===== config.mk =====
export PLATFORM = sky130hd
export DESIGN_NAME = wb_stage
export DESIGN_NICKNAME = d
export VERILOG_FILES = /design/src/rtl/riscv_pkg.sv /design/src/rtl/load_ext.sv /design/src/rtl/wb_stage.sv
export SDC_FILE = /design/constraint.sdc
export NUM_CORES = 1
export LEC_CHECK = 0
export ABC_AREA = 1
export CAP_MARGIN = 20
export CORE_MARGIN = 4
export CORE_UTILIZATION = 25
export CTS_CLUSTER_SIZE = 14
export DETAILED_ROUTE_END_ITERATION = 8
export HOLD_SLACK_MARGIN = 0.03
export PLACE_DENSITY = 0.56
export REMOVE_ABC_BUFFERS = 1
export SYNTH_ARGS = -nofsm -noshare
export SYNTH_HDL_FRONTEND = slang
export SYNTH_SLANG_ARGS = --single-unit

===== constraint.sdc =====
create_clock -name clk -period 3.9 [get_ports clk]
set_input_delay 0.78 -clock clk [delete_from_list [all_inputs] [get_ports clk]]
set_output_delay 0.78 -clock clk [all_outputs]
set_load 0.005 [all_outputs]

===== src/rtl/riscv_pkg.sv =====
// Shared pipeline types: writeback source select, load funct3 encodings and l3 FSM states.
package riscv_pkg;

   typedef enum logic [1:0] {
      WbAlu = 2'd0,
      WbMem = 2'd1,
      WbPc4 = 2'd2
   } wb_sel_e;

   localparam logic [2:0] Funct3Lb  = 3'b000;
   localparam logic [2:0] Funct3Lh  = 3'b001;
   localparam logic [2:0] Funct3Lw  = 3'b010;
   localparam logic [2:0] Funct3Lbu = 3'b100;
   localparam logic [2:0] Funct3Lhu = 3'b101;

   typedef enum logic {
      StIdle,
      StWait
   } state_e;

endpackage


===== src/rtl/load_ext.sv =====
// Load data alignment and extension: picks the addressed byte/half from a word-aligned
// response and sign- or zero-extends it according to the load funct3.
module load_ext
   import riscv_pkg::*;
(
   input  logic [31:0] word,
   input  logic [1:0]  off,
   input  logic [2:0]  funct3,
   output logic [31:0] value
);

   logic [7:0]  byte_sel;
   logic [15:0] half_sel;

   always_comb begin
      byte_sel = word[8*off +: 8];
      half_sel = off[1] ? word[31:16] : word[15:0];
      case (funct3)
         Funct3Lb:  value = {{24{byte_sel[7]}}, byte_sel};
         Funct3Lh:  value = {{16{half_sel[15]}}, half_sel};
         Funct3Lbu: value = {24'd0, byte_sel};
         Funct3Lhu: value = {16'd0, half_sel};
         // LW and every reserved encoding return the full word
         default:   value = word;
      endcase
   end

endmodule


===== src/rtl/wb_stage.sv =====
// l3 register/writeback stage: captures the retiring l2 instruction, selects its result
// and holds l2 while a variable-latency load response is outstanding.
module wb_stage
   import riscv_pkg::*;
#(
   parameter int unsigned XLEN = 32
) (
   input  logic            clk,
   input  logic            rst_n,
   input  logic            valid_l2,
   input  logic [4:0]      rd_l2,
   input  logic [1:0]      wb_sel_l2,
   input  logic [2:0]      funct3_l2,
   input  logic [XLEN-1:0] alu_res_l2,
   input  logic [XLEN-1:0] pc4_l2,
   input  logic [XLEN-1:0] dmem_rdata,
   input  logic            dmem_rvalid,
   output logic            stall_l2,
   output logic            we_l3,
   output logic [4:0]      rd_l3,
   output logic [XLEN-1:0] wval_l3
);

   state_e          state_q, state_d;
   logic [4:0]      ld_rd_q, ld_rd_d;
   logic [2:0]      ld_f3_q, ld_f3_d;
   logic [1:0]      ld_off_q, ld_off_d;
   logic            we_q, we_d;
   logic [4:0]      rd_q, rd_d;
   logic [XLEN-1:0] wval_q, wval_d;
   logic [XLEN-1:0] ld_value;

   load_ext u_load_ext (
      .word   (dmem_rdata),
      .off    (ld_off_q),
      .funct3 (ld_f3_q),
      .value  (ld_value)
   );

   always_comb begin
      state_d  = state_q;
      ld_rd_d  = ld_rd_q;
      ld_f3_d  = ld_f3_q;
      ld_off_d = ld_off_q;
      we_d     = 1'b0;
      rd_d     = '0;
      wval_d   = '0;
      unique case (state_q)
         StIdle: begin
            if (valid_l2) begin
               // Loads to x0 still wait so the response is consumed before l2 moves on
               if (wb_sel_l2 == WbMem) begin
                  state_d  = StWait;
                  ld_rd_d  = rd_l2;
                  ld_f3_d  = funct3_l2;
                  ld_off_d = alu_res_l2[1:0];
               end else if (rd_l2 != 5'd0) begin
                  we_d   = 1'b1;
                  rd_d   = rd_l2;
                  wval_d = (wb_sel_l2 == WbPc4) ? pc4_l2 : alu_res_l2;
               end
            end
         end
         StWait: begin
            if (dmem_rvalid) begin
               state_d = StIdle;
               if (ld_rd_q != 5'd0) begin
                  we_d   = 1'b1;
                  rd_d   = ld_rd_q;
                  wval_d = ld_value;
               end
            end
         end
      endcase
   end

   always_ff @(posedge clk) begin
      if (!rst_n) begin
         state_q  <= StIdle;
         ld_rd_q  <= '0;
         ld_f3_q  <= '0;
         ld_off_q <= '0;
         we_q     <= 1'b0;
         rd_q     <= '0;
         wval_q   <= '0;
      end else begin
         state_q  <= state_d;
         ld_rd_q  <= ld_rd_d;
         ld_f3_q  <= ld_f3_d;
         ld_off_q <= ld_off_d;
         we_q     <= we_d;
         rd_q     <= rd_d;
         wval_q   <= wval_d;
      end
   end

   assign stall_l2 = (state_q == StWait);
   assign we_l3    = we_q;
   assign rd_l3    = rd_q;
   assign wval_l3  = wval_q;

endmodule


======== Yosys cells after proc, flatten, opt, wreduce, memory -nomap -nowiden ========
Cells that the tools add are included.
storage, ports and cells
  word-level logic and storage cells ...... 43
  input bits .............................. 110
  register bits after elaboration ......... 49
  output and inout bits ................... 39
cells by class
  reductions and logical operators ........ 4
  bitwise operators ....................... 1
  multiplexer cells ....................... 25
  shift-type cells ........................ 1
  equal/unequal tests ..................... 5
operators by type and width
  kind                  count
  $mux W32              6
  $pmux W32 S4          1
  $pmux W32 S2          1
  $shiftx A32 B6 Y8     1
  $mux W5               5
  $mux W16              1
  $pmux W5 S2           1
  $reduce_bool A5 Y1    2
  $mux W1               8
  $eq A3 B3 Y1 const B  2
  $pmux W1 S2           2
  $eq A3 B1 Y1 const B  1
  $logic_not A3 Y1      1
  $reduce_and A3 Y1     1
  $eq A2 B1 Y1 const B  1
  $eq A2 B2 Y1 const B  1
  $not A1 Y1            1

======== Depth between registers and ports, before layout ========
Gate-level depths: netlist of run 1.
  depth in word-level cells ............... 6
  depth in mapped cells ................... 9
  mapped depth without buffers ............ 8

======== Hierarchy ========
A second synthesis of run 1 with hierarchy kept.
second synthesis, totals
  cells, all modules ...................... 536
  area, all modules ....................... 3,427.0 µm²
modules (own cells, without submodules)
  module    sequential area each (µm²)  cells an instance  times used  area an instance (µm²)
  wb_stage  980.9                       342                1           2,372.3
  load_ext  0.0                         194                1           1,054.8

======== Worst setup path before layout of run 1 ========
No wires, ideal clock.
  kind .................................... input to register
  start point ............................. input port wb_sel_l2[1]
  end point ............................... register ld_f3_q[1]
  stages on the path ...................... 6
  required time ........................... 3.767 ns
  data arrival time ....................... 1.599 ns
  setup slack ............................. 2.168 ns
  path buffers ............................ 2
  cells stage by stage .................... buf_2 > nor3_4 > inv_2 > buf_2 > o21ai_0 > a21oi_1
between the ends
  cells in the longest elaborated chain, start to end .. 2
ends and longest elaborated chain
  item                                line            source
  start, declared                     wb_stage.sv:12  input logic [1:0] wb_sel_l2,
  $eq A2 B1 Y1                        wb_stage.sv:52  if (wb_sel_l2 == WbMem) begin
  $reduce_and A3 Y1 (no source line)  n/a
  end signal, assigned                wb_stage.sv:89  ld_f3_q <= ld_f3_d;
  end, declared                       wb_stage.sv:26  logic [2:0] ld_f3_q, ld_f3_d;
Every way passes these cells.
A chain may end at the register's enable or synchronous reset.

======== Final worst setup path of run 1 ========
  start point ............................. input port dmem_rvalid
  end point ............................... register wval_q[7] (netlist: wval_l3[7])
between the ends
  cells in the longest elaborated chain, start to end .. 2
ends and longest elaborated chain
  item                  line            source
  start, declared       wb_stage.sv:17  input logic dmem_rvalid,
  $mux W32              wb_stage.sv:65  if (dmem_rvalid) begin
  $pmux W32 S2          wb_stage.sv:48  unique case (state_q)
  end signal, assigned  wb_stage.sv:93  wval_q <= wval_d;
  end, declared         wb_stage.sv:30  logic [XLEN-1:0] wval_q, wval_d;
Every way passes these cells.

==> flow_summary.yaml, run 1 <==
sta:
  clock_skew_ns: 0.0124
  fin_tns_setup_ns: 0
  fmax_mhz: 401
  setup_slack_ns: 1.41
  slew_violations: 0
  period_share_pct: 63.9
  finalSetupViolCount: 0
  relSlewSlack_pct: 41.3
  rsz0062_at_grt: "no"
  period_minus_slack_ns: 2.49
  hold_viol: 0
  whs_ns: 0.491
  tightest_slew_ns: 0.880
power_and_ir_drop:
  power_frac_seq_pct: 40.0
  clock_power_share_pct: 33.6
  p_per_area_nw_per_um2: 286
  netSwitchingPower_uw: 393
  power_frac_comb_pct: 26.4
  intPower_uw: 952
  p_leak_uw: 0.00196
  peakVddDrop_v: 0.000194
  switching_share_pct: 29.2
worst_hold_path:
  hold_path.startpoint: "ld_rd_q[1]$_SDFFE_PN0P_"
  min_path_type: "flip-flop to flip-flop"
  min_path_cells: 2
  hold_path_end: "rd_l3[1]$_SDFF_PN0_"
synthesis:
  synth_xor_xnor_area_share_pct: 0
  synth_flop_cell: "dfxtp_1"
  synth_edf_count: 0
  yosysTopAreaCellShare_pct: 32.7
  ys_ff_latch: 49
  synth.most_common_cell: "nand2_1"
  synth_simple_gate_area_share_pct: 45.1
  synth_area_leaders: "dfxtp_1 33%, nand2_1 21%, nand3_1 8.3%"
  synth_top_family_by_area: "simple AND/OR/NAND/NOR gates"
  ys_warn_count: 0
  synthArstFlopShare_pct: 0
  post-synth-top-area-cell: "dfxtp_1"
  syn_area_per_cell_um2: 6.17
  synth_fa_ha_area_share_pct: 0
  synthDistinctLibCells: 26
  synth_common_cells: "166 x nand2_1, 62 x nor2_1, 50 x nand3_1"
  syn_inst: 486
  syn_area_um2: 3000
  ys_seq_area_share_pct: 32.7
  synth-compound-area-share_pct: 12.5
  synthMuxAreaShare_pct: 0
grt:
  grt_pass1_wl_um: 17600
  antenna_found_initial: 0
  grt-ovfl-total: 0
  grt_pass1_vias: 3453
  grt_usage_pct: 15.6
  grt_max_degree: 35
clock_network:
  clockBufferDepth: 2
  clk_pin_slew_ns: 0.08
  clk_latency_ns: 0.29
  htree_levels: 2
  cts-hold-fix-buffers: 0
  cts_sinks: 49
  clockRootBuffer: "clkbuf_16"
  cts_resized: 0
  post-cts-setup-buffers: 0
  numCtsBuffers: 5
  cts_tree: "done"
floorplan:
  start_util_pct: 25.9
  io_pins: 149
  row_count: 39
  die_h_um: 118
  die_area_um2: 13800
  die_x_um: 118
  core-area_um2: 11600
setup_path:
  worstPathRequired_ns: 4.12
  rrSetupSlack_ns: 1.78
  worstSetupPathType: "input port to flip-flop"
  r2r_end: "wval_l3[19]$_SDFF_PN0_"
  r2r_start: "ld_f3_q[1]$_SDFFE_PN0P_"
  arrival_ns: 2.71
  path_max_fanout: 16
  cp-start-kind: "input port"
  worstSetupEndpointType: "flip-flop"
  rr_worst_depth: 7
flow_run:
  cap_viol_max_count: 0
drt:
  drc: 0
  drtIter0Drc: 160
  wl_per_cell_um: 14.5
  vias: 3466
  routed_wl_um: 11000
  viasPerCell: 4.54
  first_pass_iters: 4
  antenna_left: 0
place:
  place.gp.congestion: 0.805
  hpwl_um: 8550
  port_buffers: 148
  dp_slack_ns: 1.07
  dpl-instance-area_um2: 4560
finish:
  n_antenna_cell: 0
  nNetsFinal: 729
  syn2layout_area_growth_pct: 56.9
  fin_area_um2: 4710
  drive_gt1_share_pct: 8.23
run_status:
  outcome: "completed"
through the flow:
stage | power, uW | instances | utilization [%]
6_report | 1350 | 763 | 40.7
5_1_grt | 1420 | 763 | 40.7
4_1_cts | 1360 | 763 | 40.7
3_5_place_dp | 906 | 755 | 39.4
3_3_place_gp | 902 | 755 | 39.4
2_1_floorplan | 700 | 458 | -
worst max-delay path by stage:
stage	endpoint	depth (start not counted)	slack, ns	from
global route	wval_l3[21]$_SDFF_PN0_	7	1.20	dmem_rvalid
CTS	wval_l3[7]$_SDFF_PN0_	7	1.36	dmem_rvalid
detailed placement	wval_l3[7]$_SDFF_PN0_	7	1.07	dmem_rvalid
global placement	wval_l3[7]$_SDFF_PN0_	7	1.13	dmem_rvalid
floorplan	wval_l3[5]$_SDFF_PN0_	6	1.65	wb_sel_l2[0]
finish	wval_l3[7]$_SDFF_PN0_	7	1.41	dmem_rvalid
metal layers:
metal,GRT usage [%],part of all wire [%]
met4,2.78,0.80
met1,20.3,45
met2,26.7,48
met3,3.65,5.9
met5,0,0
cells by family (layout without fill, tap and decap cells):
family | Yosys count | in the layout
flops | 49 | 49
simple gates | 306 | 306
buf+inv | 65 | 199
compound gates | 66 | 66
layout by cell type, fill, tap and decap left out, types with 7 or more instances in the layout:
| cell type | synthesis | layout |
|---|---|---|
| a21oi_1 | 28 | 28 |
| a21oi_2 | 11 | 11 |
| clkdlybuf4s50_1 | 0 | 148 |
| dfxtp_1 | 49 | 49 |
| inv_1 | 30 | 30 |
| nand2_1 | 166 | 166 |
| nand3_1 | 50 | 50 |
| nand3_2 | 9 | 9 |
| nand4_1 | 7 | 7 |
| nor2_1 | 62 | 62 |
| o21ai_0 | 26 | 26 |
final cells by class:
type	count	area [um^2]
timing repair buffer	154	1530
fill	1244	6860
clock inverter	3	26.3
sequential	49	981
inverter	37	141
clock buffer	5	125
tap	143	179
multi-input combinational	372	1730
critical path, stage by stage:
cell and delay [ns]:
clkdlybuf4s50_1 0.48, nand2_1 0.05, inv_1 0.31, nand2_1 0.36
inv_2 0.41, nand3_1 0.15, a21oi_1 0.15
power groups by stage:
| stage | clock network [uW] | logic, uW | registers, uW |
|---|---|---|---|
| floorplan | 0 | 151 | 549 |
| global placement | 0 | 352 | 550 |
| detailed placement | 0 | 356 | 550 |
| CTS | 463 | 358 | 539 |
| global route | 487 | 392 | 542 |
| finish | 452 | 355 | 538 |
state kept, by name (all words and copies together), names as in the netlist:
signal	flops
we_l3	1
ld_off_q	2
stall_l2	1
ld_rd_q	5
rd_l3	5
ld_f3_q	3
wval_l3	32
Power figures use the tool's default switching activity.
==> run 2, diff against run 1 <==
==> constraint.sdc (replaced) <==
create_clock -name clk -period 2.4 [get_ports clk]
set_input_delay 0.48 -clock clk [delete_from_list [all_inputs] [get_ports clk]]
set_output_delay 0.48 -clock clk [all_outputs]
set_load 0.005 [all_outputs]
==> run 2 against run 1 <==
  * Die area did not move
  * Register-to-register slack got worse by 0.96 ns
  * Sequential cell count did not move
  * Total power rose by 63%
  * Core utilization rose by 0.39 points
  * Routed wire length rose by 0.79%
  * Sequential share of layout area fell by 0.20 points
  * Non-clock buffer count rose by 6
  * Count of clock-buffer cells in the layout did not move
  * Final area rose by 0.96%
  * Via count rose by 1.0%
  * Clock power rose by 62%
  * Critical path type unchanged
  * Largest power group unchanged
==> flow_summary.yaml, run 2 (synthesis gave the netlist of run 1 again) <==
setup_path:
  rrSetupSlack_ns: 0.82
  rr_worst_depth: 7
  path_max_fanout: 25
  r2r_end: "wval_l3[25]$_SDFF_PN0_"
  cp-start-kind: "input port"
  worstSetupEndpointType: "flip-flop"
  worstPathRequired_ns: 2.63
  arrival_ns: 2.14
  r2r_start: "stall_l2$_SDFF_PN0_"
  worstSetupPathType: "input port to flip-flop"
floorplan:
  io_pins: 149
  die_h_um: 118
  start_util_pct: 25.9
  core-area_um2: 11600
  die_x_um: 118
  row_count: 39
  die_area_um2: 13800
clock_network:
  clockBufferDepth: 2
  cts-hold-fix-buffers: 0
  clk_latency_ns: 0.30
  post-cts-setup-buffers: 0
  cts_sinks: 49
  cts_resized: 0
  clockRootBuffer: "clkbuf_16"
  htree_levels: 2
  clk_pin_slew_ns: 0.08
  numCtsBuffers: 5
  cts_tree: "done"
sta:
  period_share_pct: 79.5
  rsz0062_at_grt: "no"
  hold_viol: 0
  finalSetupViolCount: 0
  relSlewSlack_pct: 68.5
  fin_tns_setup_ns: 0
  clock_skew_ns: 0.00905
  period_minus_slack_ns: 1.91
  tightest_slew_ns: 0.471
  slew_violations: 0
  whs_ns: 0.485
  fmax_mhz: 524
finish:
  largest_reg_flops: 32
  fillerInstances: 1252
  final_common_cell: "nand2_1"
  most-common-layout-cells: "166 x nand2_1, 148 x clkdlybuf4s50_1, 62 x nor2_1, 50 x nand3_1, 49 x dfxtp_1"
  syn2layout_area_growth_pct: 58.4
  drive_gt1_share_pct: 9.11
  n_antenna_cell: 0
  nNetsFinal: 735
  fin_util_pct: 41.1
power_and_ir_drop:
  p_leak_uw: 0.00199
  netSwitchingPower_uw: 639
  clock_power_share_pct: 33.5
  power_frac_seq_pct: 39.6
  power_frac_comb_pct: 26.9
  intPower_uw: 1550
  switching_share_pct: 29.2
  p_per_area_nw_per_um2: 460
  total_power_uw: 2190
  peakVddDrop_v: 0.000269
drt:
  antenna_left: 0
  drc: 0
  viasPerCell: 4.55
  first_pass_iters: 5
  routed_wl_um: 11100
  vias: 3501
  wl_per_cell_um: 14.5
  drtIter0Drc: 192
place:
  place.gp.congestion: 0.840
  hpwl_um: 8760
  port_buffers: 148
grt:
  grt-ovfl-total: 0
  top_usage_layer: "met2"
  grt_usage_pct: 15.6
  grt_max_degree: 40
  met3_usage_pct: 4.32
  grt_use_met1_pct: 18.5
  grt_pass1_wl_um: 17500
  grt_pass1_vias: 3488
  antenna_found_initial: 0
  grtUsageMet2_pct: 28.3
worst_hold_path:
  min_path_cells: 2
  hold_path.startpoint: "ld_rd_q[0]$_SDFFE_PN0P_"
  min_path_type: "flip-flop to flip-flop"
  hold_path_end: "rd_l3[0]$_SDFF_PN0_"
flow_run:
  cap_viol_max_count: 0
run_status:
  outcome: "completed"
-- run 2: cell types whose count changed in the layout (fill, tap and decap cells not counted), sizes merged --
| cell | change |
|---|---|
| buf | +6 |
| inv | -2 |
| clkinv | +2 |
-- run 2: how the worst max path moves through the flow --
stage                              to  depth (start not counted)  slack, ns          from
5_1_grt         wval_l3[7]$_SDFF_PN0_                          7       0.33  wb_sel_l2[1]
2_1_floorplan   wval_l3[5]$_SDFF_PN0_                          6       0.45  wb_sel_l2[0]
4_1_cts        wval_l3[29]$_SDFF_PN0_                          7       0.46  wb_sel_l2[1]
3_3_place_gp   wval_l3[24]$_SDFF_PN0_                          8       0.23  wb_sel_l2[0]
6_report       wval_l3[25]$_SDFF_PN0_                          7       0.49  wb_sel_l2[1]
3_5_place_dp   wval_l3[29]$_SDFF_PN0_                          7       0.16  wb_sel_l2[1]
-- run 2: power groups by stage --
stage,clock network (uW),logic (uW),registers (uW)
final,732,589,866
after global routing,778,652,870
after CTS,749,595,867
after detailed placement,0,592,885
after global placement,0,585,885
after floorplan,0,245,892
-- run 2: metrics by stage --
step | setup slack (ns) | area [um^2] | std cells
after global routing | 0.328 | 4750 | 769
after CTS | 0.456 | 4750 | 769
after global placement | 0.226 | 4600 | 761
after detailed placement | 0.159 | 4600 | 761
final | 0.491 | 4750 | 769
after floorplan | 0.445 | 2850 | 458
-- run 2: critical path, cell delays in order --
cell	delay, ns
clkdlybuf4s50_1	0.54
nor2_1	0.15
nor2_4	0.20
nand2_4	0.11
inv_2	0.35
nand2_1	0.14
a21oi_2	0.15
-- run 2: per-layer routing --
metal	part of all wire (%)	wire [um]	vias up
li1	-	-	1822
met1	44	4920	1569
met2	49	5420	102
met3	6.3	698	8
met4	0.80	89	0
met5	0	0	-
-- run 2: final cells by class --
type	instances	area [um^2]	share of cell area [%]
Inverter	37	141	2.98
Clock inverter	3	26.3	0.553
Multi-Input combinational cell	372	1730	36.4
Tap cell	143	179	3.77
Timing Repair Buffer	160	1570	33.1
Clock buffer	5	125	2.63
Sequential cell	49	981	20.6
